[src/rtl/pulse_stretcher.sv]
// Stretches single-cycle requests into fixed-length high levels separated by a
// fixed low gap, queuing up to three requests that arrive while busy.
module pulse_stretcher #(
   parameter int unsigned HOLD_CYCLES = 4,
   parameter int unsigned GAP_CYCLES  = 2
) (
   input  logic Clk,
   input  logic Rst,
   input  logic P_in,
   output logic L_out,
   output logic Busy,
   output logic Ovf
);

   typedef enum logic [1:0] {IDLE, HOLD, GAP} state_t;

   localparam logic [7:0] HOLD_LOAD = 8'(HOLD_CYCLES - 1);
   localparam logic [7:0] GAP_LOAD  = 8'(GAP_CYCLES - 1);

   state_t     state, state_nxt;
   logic [7:0] cnt, cnt_nxt;
   logic [1:0] pend, pend_nxt;
   logic       ovf_nxt;

   always_ff @(posedge Clk or negedge Rst) begin
      if (!Rst) begin
         state <= IDLE;
         cnt   <= '0;
         pend  <= '0;
         L_out <= 1'b0;
         Busy  <= 1'b0;
         Ovf   <= 1'b0;
      end else begin
         state <= state_nxt;
         cnt   <= cnt_nxt;
         pend  <= pend_nxt;
         L_out <= (state_nxt == HOLD);
         Busy  <= (state_nxt != IDLE);
         Ovf   <= ovf_nxt;
      end
   end

   always_comb begin
      state_nxt = state;
      cnt_nxt   = cnt;
      pend_nxt  = pend;
      ovf_nxt   = Ovf;
      // requests while busy queue up; a full queue drops the request
      if (state != IDLE && P_in) begin
         if (pend == 2'd3) ovf_nxt  = 1'b1;
         else              pend_nxt = pend + 2'd1;
      end
      case (state)
         IDLE: begin
            if (P_in) begin
               state_nxt = HOLD;
               cnt_nxt   = HOLD_LOAD;
            end
         end
         HOLD: begin
            if (cnt == 8'd0) begin
               state_nxt = GAP;
               cnt_nxt   = GAP_LOAD;
            end else begin
               cnt_nxt = cnt - 8'd1;
            end
         end
         GAP: begin
            if (cnt != 8'd0) begin
               cnt_nxt = cnt - 8'd1;
            end else if (pend != 2'd0 || P_in) begin
               // a request on the final gap cycle is added and consumed on the
               // same edge, so it can never overflow here
               state_nxt = HOLD;
               cnt_nxt   = HOLD_LOAD;
               pend_nxt  = P_in ? pend : pend - 2'd1;
               ovf_nxt   = Ovf;
            end else begin
               state_nxt = IDLE;
            end
         end
         default: begin
            state_nxt = IDLE;
            cnt_nxt   = '0;
         end
      endcase
   end

endmodule
[config.mk]
export PLATFORM = sky130hd
export DESIGN_NAME = pulse_stretcher
export DESIGN_NICKNAME = d
export VERILOG_FILES = /design/src/rtl/pulse_stretcher.sv
export SDC_FILE = /design/constraint.sdc
export NUM_CORES = 1
export LEC_CHECK = 0
export ABC_AREA = 1
export CAP_MARGIN = 20
export CORE_ASPECT_RATIO = 1.1
export CORE_MARGIN = 10
export CORE_UTILIZATION = 57
export CTS_CLUSTER_DIAMETER = 60
export CTS_CLUSTER_SIZE = 20
export DETAILED_ROUTE_END_ITERATION = 10
export GPL_TIMING_DRIVEN = 0
export HOLD_SLACK_MARGIN = 0.12
export PLACE_DENSITY_LB_ADDON = 0.1
export SYNTH_ARGS = -nofsm -noshare
export SYNTH_HDL_FRONTEND = slang
export SYNTH_SLANG_ARGS = --single-unit
export TNS_END_PERCENT = 100
[constraint.sdc]
create_clock -name Clk -period 1.9 [get_ports Clk]
set_input_delay 0.19 -clock Clk [delete_from_list [all_inputs] [get_ports Clk]]
set_output_delay 0.19 -clock Clk [all_outputs]
set_load 0.03 [all_outputs]
# Word level (Yosys, flattened, before mapping)

Index checks and enable logic that the tools add are counted.

Add/sub/neg operators: 3
Eq/ne operators: 8
Muxes and demuxes: 21
Reductions and logical operators: 9

Operator list:

| operator                                             | number |
|---|---|
| 2-to-1 mux 8 bit                                     | 4 |
| one-hot mux 8 bit (3 select lines)                   | 1 |
| 2-to-1 mux 2 bit                                     | 9 |
| logical NOT 8 bit                                    | 1 |
| nonzero test 8 bit                                   | 1 |
| subtractor 8 x 1 -> 8 bit (second input constant)    | 1 |
| 2-to-1 mux 1 bit                                     | 6 |
| != test 3 bit (second input constant)                | 2 |
| one-hot mux 2 bit (3 select lines)                   | 1 |
| nonzero test 2 bit                                   | 3 |
| equality test 2 x 1 -> 1 bit (second input constant) | 2 |
| equality test 2 bit (second input constant)          | 2 |
| != test 4 bit (second input constant)                | 1 |
| adder 2 x 1 -> 2 bit (second input constant)         | 1 |
| logical NOT 2 bit                                    | 1 |
| != test 2 bit (second input constant)                | 1 |
| AND reduction 2 bit                                  | 1 |
| subtractor 2 x 1 -> 2 bit (second input constant)    | 1 |
| logical AND 1 bit                                    | 1 |
| logical OR 1 bit                                     | 1 |

Bits in registers: 15
Input port bits: 3
Output and inout bits: 3
Word-level logic and storage cells: 47

# Depth between registers and ports, before layout

Gate-level depths: netlist (run 1).

Depth in word-level cells: 6
Gate-level depth with buffers: 9
Depth with buffers taken out: 9

# Least setup slack after synthesis (run 1)

OpenSTA, ideal clock, no wires.

Path kind: reg2reg
Start point: register cnt[0]
End point: register cnt[1]
Library setup time: 0.116 ns
Data arrival time: 1.289 ns
Required time: 1.784 ns
Slack: 0.494 ns
Cell stages (with the launch flop): 10
Buffers on the path: 0
Clock period less this slack: 1.406 ns
Cells stage by stage: dfrtp_1 > inv_1 > ha_1 > nand2_2 > nor2_8 > nand3_4 > nand2_4 > inv_4 > nand2_1 > nand2_1

Cells in the longest elaborated chain, start to end: 3
Elaborated cells between the ends (all ways): 8
Classes of those cells: 1 x add/sub; 1 x eq/ne; 3 x mux; 3 x reduce/logical

RTL lines:

| item                                                                             | line   | RTL |
|---|---|---|
| start, declared                                                                  | 21     | `logic [7:0] cnt, cnt_nxt;` |
| start signal, assigned                                                           | 35     | `cnt <= cnt_nxt;` |
| subtractor 8 x 1 -> 8 bit (tied with other cells)                                | 65, 70 |  |
| 2-to-1 mux 8 bit (tied with other cells)                                         | 69     | `if (cnt != 8'd0) begin` |
| one-hot mux 8 bit (3 select lines) / AND reduction 2 bit (equally long branches) | n/a    |  |

Parallel ways exist; a longest one is shown, timed or not.
A chain may end at the register's enable or synchronous reset.

# Final worst setup path (run 1)

Same ends and word-level chain as after synthesis.

==> metrics.md, run 1 <==
| Metric | Value |
|---|---|
| Status | finished, final reports clean |
| Max-Slew Margin vs Limit | 0.540 |
| Number of CTS-inserted buffers | 3 |
| Max VDD drop | 0.000395 V |
| Post-Synthesis Net Count | 143 |
| Largest family of logic cells by synthesized area | simple AND/OR/NAND/NOR gates |
| # IOs | 6 |
| Cell count after synthesis | 136 |
| Worst hold slack | 0.307 ns |
| WL/cell | 12.4 um |
| WP data arrival | about 1.8 ns |
| Synth top area cells | dfrtp_1 (36%), nand2_1 (13%), inv_1 (6.8%) |
| Post-Synth XOR/XNOR Area | 0 |
| Placed cells | 159 |
| Final net count | about 150 |
| FP Rows | 16 |
| Fmax | ~630 MHz |
| Grt met1 use | 0.133 |
| Setup TNS | 0 ns |
| Vias in the first global route | between 800 and 900 |
| Critical path cell sequence | inv_1 > ha_1 > nand2_2 > nor2_8 > nand3_4 > nand2_4 > inv_4 > nand2_1 > nand2_1 |
| Most Crowded Layer GR | met2 |
| Max stage delay on crit path | 0.41 ns |
| Die Ht | roughly 65 um |
| Pwr dens | 545 nW/um2 |
| Chip width | 60.9 um |
| Final wirelength | 2.02 mm |
| Worst Setup End Kind | register |
| Largest net degree at the start of global routing | 16 |
| Synth Area in Adders | 0.0476 |
| RSZ-0062 raised after global routing | false |
| Detail Route Antenna Nets | 0 |
| Root Buffer | clkbuf_4 |
| Worst-path fanout max | 7 |
| Synth top area share | 0.357 |
| Yosys cell types | 24 |
| Max_cap viols | 0 |
| Top cell type by total area after synthesis | dfrtp_1 |
| CTS tree | yes |
| Ys flop type | dfrtp_1 |
| Post-synthesis register bit count | 15 |
| Min Clock Period, post-route | 1.58 ns |
| DP HPWL | between 1.5 and 2 mm |
| Resize count post-CTS | 0 |
| GRT Residual Overflow | 0 |
| # Post-CTS Setup Buffers | 0 |
| CP startpoint | cnt[0]$_DFFE_PN0P_ |
| Clk sink count | 15 |
| ANT cells | 0 |
| Hold Path Class | in2async |
| # H-tree levels | 1 |
| Hold buffers post-CTS | 0 |
| Number of synthesis warnings | 0 |
| Synth cell count leaders | nand2_1 (37), inv_1 (19), dfrtp_1 (15), nand3_1 (14), nand4_1 (9) |
| Synth-to-Final Area Change | 9.52% |
| First-pass GRT wire length | between 3 and 4 mm |
| PortBufs | 5 |
| Die area | 3960 um2 |
| RePlAce Congestion | 0.864 |
| Mapped Avg Cell Area | just under 8 um2 |
| Met2 usage | 0.198 |
| Simple-Gate Fraction of Synth Area | 0.405 |
| Routed via count | 909 |
| Post-synth EDFFs | 0 |
| Critical path required time | ~2.1 ns |
| Drt pass-1 iters | 4 |
| Final cell count without fillers | 163 |
| Reg clk slew, reported paths | around 0.09 ns |
| Worst-skew pair later-pin latency | 0.29 ns |
| Clock Skew | about 0.0025 ns |
| Crit share post-route | 0.833 |
| Cell family with most CP delay | simple AND/OR/NAND/NOR gates |
| Initial core utilization | 0.597 |
| Leakage power | around 0.58 nW |
| Final setup violation count | 0 |
| Worst path slowest cell | dfrtp_1 |
| Met3 GRT Util | 0.0136 |
| DRT iter0 DRCs | 35 |
| GR Util All Layers | 0.116 |
| Worst Max-Slew Pin Slew | between 0.6 and 0.7 ns |
| Reg-to-Reg Start | cnt[0]$_DFFE_PN0P_ |
| Share of cells above drive strength 1 | 0.179 |
| Final Hold Fails | 0 |
| Core area | 1760 um2 |
| Register area share after synthesis | 0.357 |
| Synth async-reset ratio | 1.00 |
| Max clock buf depth | 2 |
| Cell area after synthesis | 1050 um2 |
| Initial antenna violation count | 0 |
| # DRC | 0 |
| Synth Area in Compound Gates | 0.0881 |
| Crit start category | register |
| Most common cell on crit path | nand2_1 |
| Critical path buffers and inverters | 2 |
| Vias per cell | 5.58 |
| Mux cell area share after synthesis | 0 |
| Kind of critical path | reg2reg |
| Most common cell in the synthesized netlist | nand2_1 |
| Final Slew Violations | 0 |
==> final cells by class <==
| cell class | instances | area [um2] |
|---|---|---|
| timing repair buffer | 5 | 50.0 |
| sequential | 15 | 375 |
| fill | 158 | 611 |
| buffer | 2 | 18.8 |
| clock inverter | 1 | 5.00 |
| tap | 18 | 22.5 |
| multi-input combinational | 96 | 568 |
| clock buffer | 3 | 22.5 |
| inverter | 23 | 88.8 |
==> kinds of logic (layout without fill, tap and decap cells) <==
kind of cell,count (synthesis),count (layout)
AOI/OAI and AO/OA,13,13
adders and majority gates,4,4
buffers and inverters,25,34
DFF,15,15
and+or+nand+nor,79,79
==> where the power goes <==
| group | leakage [nW] | switching, W | internal (W) |
|---|---|---|---|
| registers | 0.158 | 0.0000176 | 0.000334 |
| logic | 0.403 | 0.0000542 | 0.0000354 |
| clock network | 0.0177 | 0.000108 | 0.0000784 |
==> path summary, 6_finish.rpt <==
| kind | endpoint | slack (ns) | cells past startpoint |
|---|---|---|---|
| min reg2reg | Ovf$_DFFE_PN0P_ | 0.47 | 2 |
| max | cnt[1]$_DFFE_PN0P_ | 0.32 | 9 |
| min | cnt[2]$_DFFE_PN0P_ | 0.31 | 1 |
| max in group asynchronous | cnt[7]$_DFFE_PN0P_ | 1.16 | 1 |
| max reg2reg | cnt[1]$_DFFE_PN0P_ | 0.32 | 9 |
| min in group Clk | Ovf$_DFFE_PN0P_ | 0.47 | 2 |
==> per-stage QoR <==
step | instance area, um2 | util | power [W] | setup slack [ns]
after floorplan | 1050 | - | 0.000420 | 0.494
after global placement | 1120 | 0.638 | 0.000445 | 0.352
after detailed placement | 1120 | 0.638 | 0.000448 | 0.328
after CTS | 1150 | 0.653 | 0.000632 | 0.303
after global routing | 1150 | 0.653 | 0.000678 | 0.161
final | 1150 | 0.653 | 0.000628 | 0.318
==> flip-flops by register name, summed over array words and instances (netlist names) <==
name / count
Ovf: 1
Busy: 1
pend: 2
cnt: 8
L_out: 1
state: 2
==> layout by cell type (no fill, tap or decap) <==
master,synthesis,routed
a21oi_1,1,1
dfrtp_1,15,15
inv_4,1,1
inv_1,19,19
nand2_4,3,3
nand4_1,9,9
o21ai_0,4,4
nand3_1,14,14
o2111ai_1,3,3
o211ai_1,2,2
buf_6,1,1
ha_1,4,4
clkdlybuf4s50_1,0,5
nand2_2,3,3
nand3_4,1,1
nor2_2,2,2
or2_0,1,1
inv_2,3,3
clkinv_2,0,1
nand2_1,37,37
nor2_1,5,5
nor2_8,1,1
o21ai_2,3,3
clkbuf_4,0,3
nor2_4,2,2
nand3_2,1,1
buf_4,1,1
==> routing by layer <==
metal	up-vias	wire, um
met4	0	50
met5	-	0
met3	5	59
met2	17	1020
li1	462	-
met1	425	891
Note: power is estimated with default switching activity, not from simulation.
==> run 2: changes to the inputs <==
Clock period 1.9 ns to 1.6 ns, I/O delays scaled along.
==> run 2 against run 1 <==
Compared with the run above: utilization up 1.1 points; flip-flop and latch count unchanged; non-clock buffer count unchanged; sequential power up 19%; wire length up 3.8%; critical endpoint unchanged.
==> metrics.md, run 2 (same netlist as run 1, synthesis figures left out) <==
| Metric | Value |
|---|---|
| Reg-to-Reg Start | cnt[0]$_DFFE_PN0P_ (unchanged) |
| Met2 usage | 0.198 (unchanged) |
| PortBufs | 5 (unchanged) |
| Final net count | 153 (unchanged) |
| Biggest register | cnt (unchanged) |
| Routed via count | 919 (was 909) |
| Final wirelength | 2.10 mm (was 2.02 mm) |
| Crit share post-route | 0.942 (was 0.833) |
| Post-route core utilization | 0.665 (was 0.653) |
| First-pass GRT wire length | 3.67 mm (unchanged) |
| Final Hold Fails | 0 (unchanged) |
| ANT cells | 0 (unchanged) |
| Reg2reg setup slack | 0.09 ns (was 0.32 ns) |
| # H-tree levels | 1 (unchanged) |
| Synth-to-Final Area Change | 11.4% (was 9.52%) |
| WP data arrival | 1.70 ns (was 1.77 ns) |
| Drt pass-1 iters | 4 (unchanged) |
| Status | finished, final reports clean (unchanged) |
| Worst reg2reg endpoint | cnt[1]$_DFFE_PN0P_ (unchanged) |
| DP HPWL | 1.55 mm (unchanged) |
| Hold Path Class | in2async (unchanged) |
| Worst-path fanout max | 7 (unchanged) |
| Clock Skew | 0.00331 ns (was 0.00254 ns) |
| Most Crowded Layer GR | met2 (unchanged) |
| Hold buffers post-CTS | 0 (unchanged) |
| Grt met1 use | 0.133 (unchanged) |
| Max_cap viols | 0 (unchanged) |
| Chip width | 60.9 um (unchanged) |
| Root Buffer | clkbuf_4 (unchanged) |
| Most frequent cells in the layout | nand2_1 (37), inv_1 (19), dfrtp_1 (15) (unchanged) |
| Worst Setup End Kind | register (unchanged) |
| Fmax | 664 MHz (was 632 MHz) |
| CTS tree | yes (unchanged) |
| Commonest non-fill, non-tap cell in the layout | nand2_1 (unchanged) |
| R2r worst-path depth | 9 (unchanged) |
| Vias per cell | 5.64 (was 5.58) |
| GRT Residual Overflow | 0 (unchanged) |
| Initial core utilization | 0.597 (unchanged) |
| Kind of critical path | reg2reg (unchanged) |
| Die area | 3960 um2 (unchanged) |
| Leakage power | 0.575 nW (was 0.578 nW) |
| Pwr dens | 636 nW/um2 (was 545 nW/um2) |
| FP Rows | 16 (unchanged) |
| Critical path required time | 1.79 ns (was 2.09 ns) |
| Largest net degree at the start of global routing | 16 (unchanged) |
| Met3 GRT Util | 0.0136 (unchanged) |
| Share of cells above drive strength 1 | 0.186 (was 0.179) |
| Worst Max-Slew Pin Slew | 0.681 ns (was 0.687 ns) |
| DP Worst Slack | 0.0276 ns (was 0.328 ns) |
| Max-Slew Margin vs Limit | 0.544 (was 0.540) |
| Worst-skew pair later-pin latency | 0.29 ns (about the same) |
| Clk sink count | 15 (unchanged) |
| Crit start category | register (unchanged) |
| Max VDD drop | 0.000469 V (was 0.000395 V) |
| GR Util All Layers | 0.116 (unchanged) |
| Max clock buf depth | 2 (unchanged) |
| Final Slew Violations | 0 (unchanged) |
| DRT iter0 DRCs | 43 (was 35) |
| CP startpoint | cnt[0]$_DFFE_PN0P_ (unchanged) |
| Largest regs | cnt (8), pend (2), state (2) (unchanged) |
| Final setup violation count | 0 (unchanged) |
| Fill cells | 156 (was 158) |
| # IOs | 6 (unchanged) |
| # DRC | 0 (unchanged) |
| Min Clock Period, post-route | 1.51 ns (was 1.58 ns) |
| Number of CTS-inserted buffers | 3 (unchanged) |
| Core area | 1760 um2 (unchanged) |
| WL/cell | 12.9 um (was 12.4 um) |
| Die Ht | 65.0 um (unchanged) |
| # Post-CTS Setup Buffers | 0 (unchanged) |
| Detail Route Antenna Nets | 0 (unchanged) |
| RePlAce Congestion | 0.864 (unchanged) |
| Max reg flops | 8 (unchanged) |
| Vias in the first global route | 878 (unchanged) |
| Initial antenna violation count | 0 (unchanged) |
| Reg clk slew, reported paths | 0.09 ns (about the same) |
| Final WS setup | 0.0931 ns (was 0.318 ns) |
[run 2: final cells by class]
type | instances | area (um2) | area share
Tap cell | 18 | 22.5 | 0.0192
Multi-Input combinational cell | 96 | 588 | 0.502
Timing Repair Buffer | 5 | 50.0 | 0.0427
Inverter | 23 | 88.8 | 0.0759
Clock inverter | 1 | 5.00 | 0.00427
Clock buffer | 3 | 22.5 | 0.0192
Buffer | 2 | 18.8 | 0.0160
Sequential cell | 15 | 375 | 0.321
[run 2: what timing repair did]
action	in CTS	in global routing
hold endpoints to repair	0	0
gates resized for setup	0	3
endpoints found under the setup margin	0	13
[run 2: power breakdown]
part | switching (W) | leakage [nW] | internal (W)
clock network | 0.000127 | 0.0177 | 0.0000930
logic | 0.0000652 | 0.400 | 0.0000421
registers | 0.0000209 | 0.158 | 0.000397
total | 0.000213 | 0.575 | 0.000532
[run 2: worst max-delay path, cell delays in order (launching register included)]
cell and delay, ns:
dfrtp_1 0.41, inv_1 0.13, ha_4 0.19, nand2_2 0.11, nor2_8 0.16, nand3_4 0.10, nand2_4 0.13, inv_4 0.06
nand2_1 0.06, nand2_1 0.05
[run 2: metrics by stage]
stage / instance area (um2) / instances / hold slack [ns] / TNS (ns) / power [W]
CTS: 1150 / 163 / 0.303 / 0 / 0.000751
floorplan: 1050 / 136 / -0.136 / 0 / 0.000499
global route: 1170 / 163 / 0.326 / -0.0120 / 0.000808
finish: 1170 / 163 / 0.277 / 0 / 0.000745
global placement: 1120 / 159 / 0.446 / 0 / 0.000528
detailed placement: 1120 / 159 / 0.448 / 0 / 0.000532
[run 2: how the worst max path moves through the flow]
stage | cells past startpoint | slack [ns] | endpoint
2_1_floorplan | 9 | 0.19 | cnt[1]$_DFFE_PN0P_
3_3_place_gp | 9 | 0.05 | cnt[1]$_DFFE_PN0P_
3_5_place_dp | 9 | 0.03 | cnt[1]$_DFFE_PN0P_
4_1_cts | 9 | 0.003 | cnt[1]$_DFFE_PN0P_
5_1_grt | 9 | -0.01 | cnt[1]$_DFFE_PN0P_
6_report | 9 | 0.09 | cnt[1]$_DFFE_PN0P_
[run 2: layer usage]
metal	wire [um]	vias to the layer above
met1	924	430
li1	-	469
met5	0	-
met3	49	5
met2	1070	15
met4	50	0
==> run 3: changes to the inputs <==
Settings changed: CTS_CLUSTER_DIAMETER 60 to not set, SLEW_MARGIN set to 20.
==> results of run 3 <==
No change in the layout: final DEF, timing and power equal those of run 2.
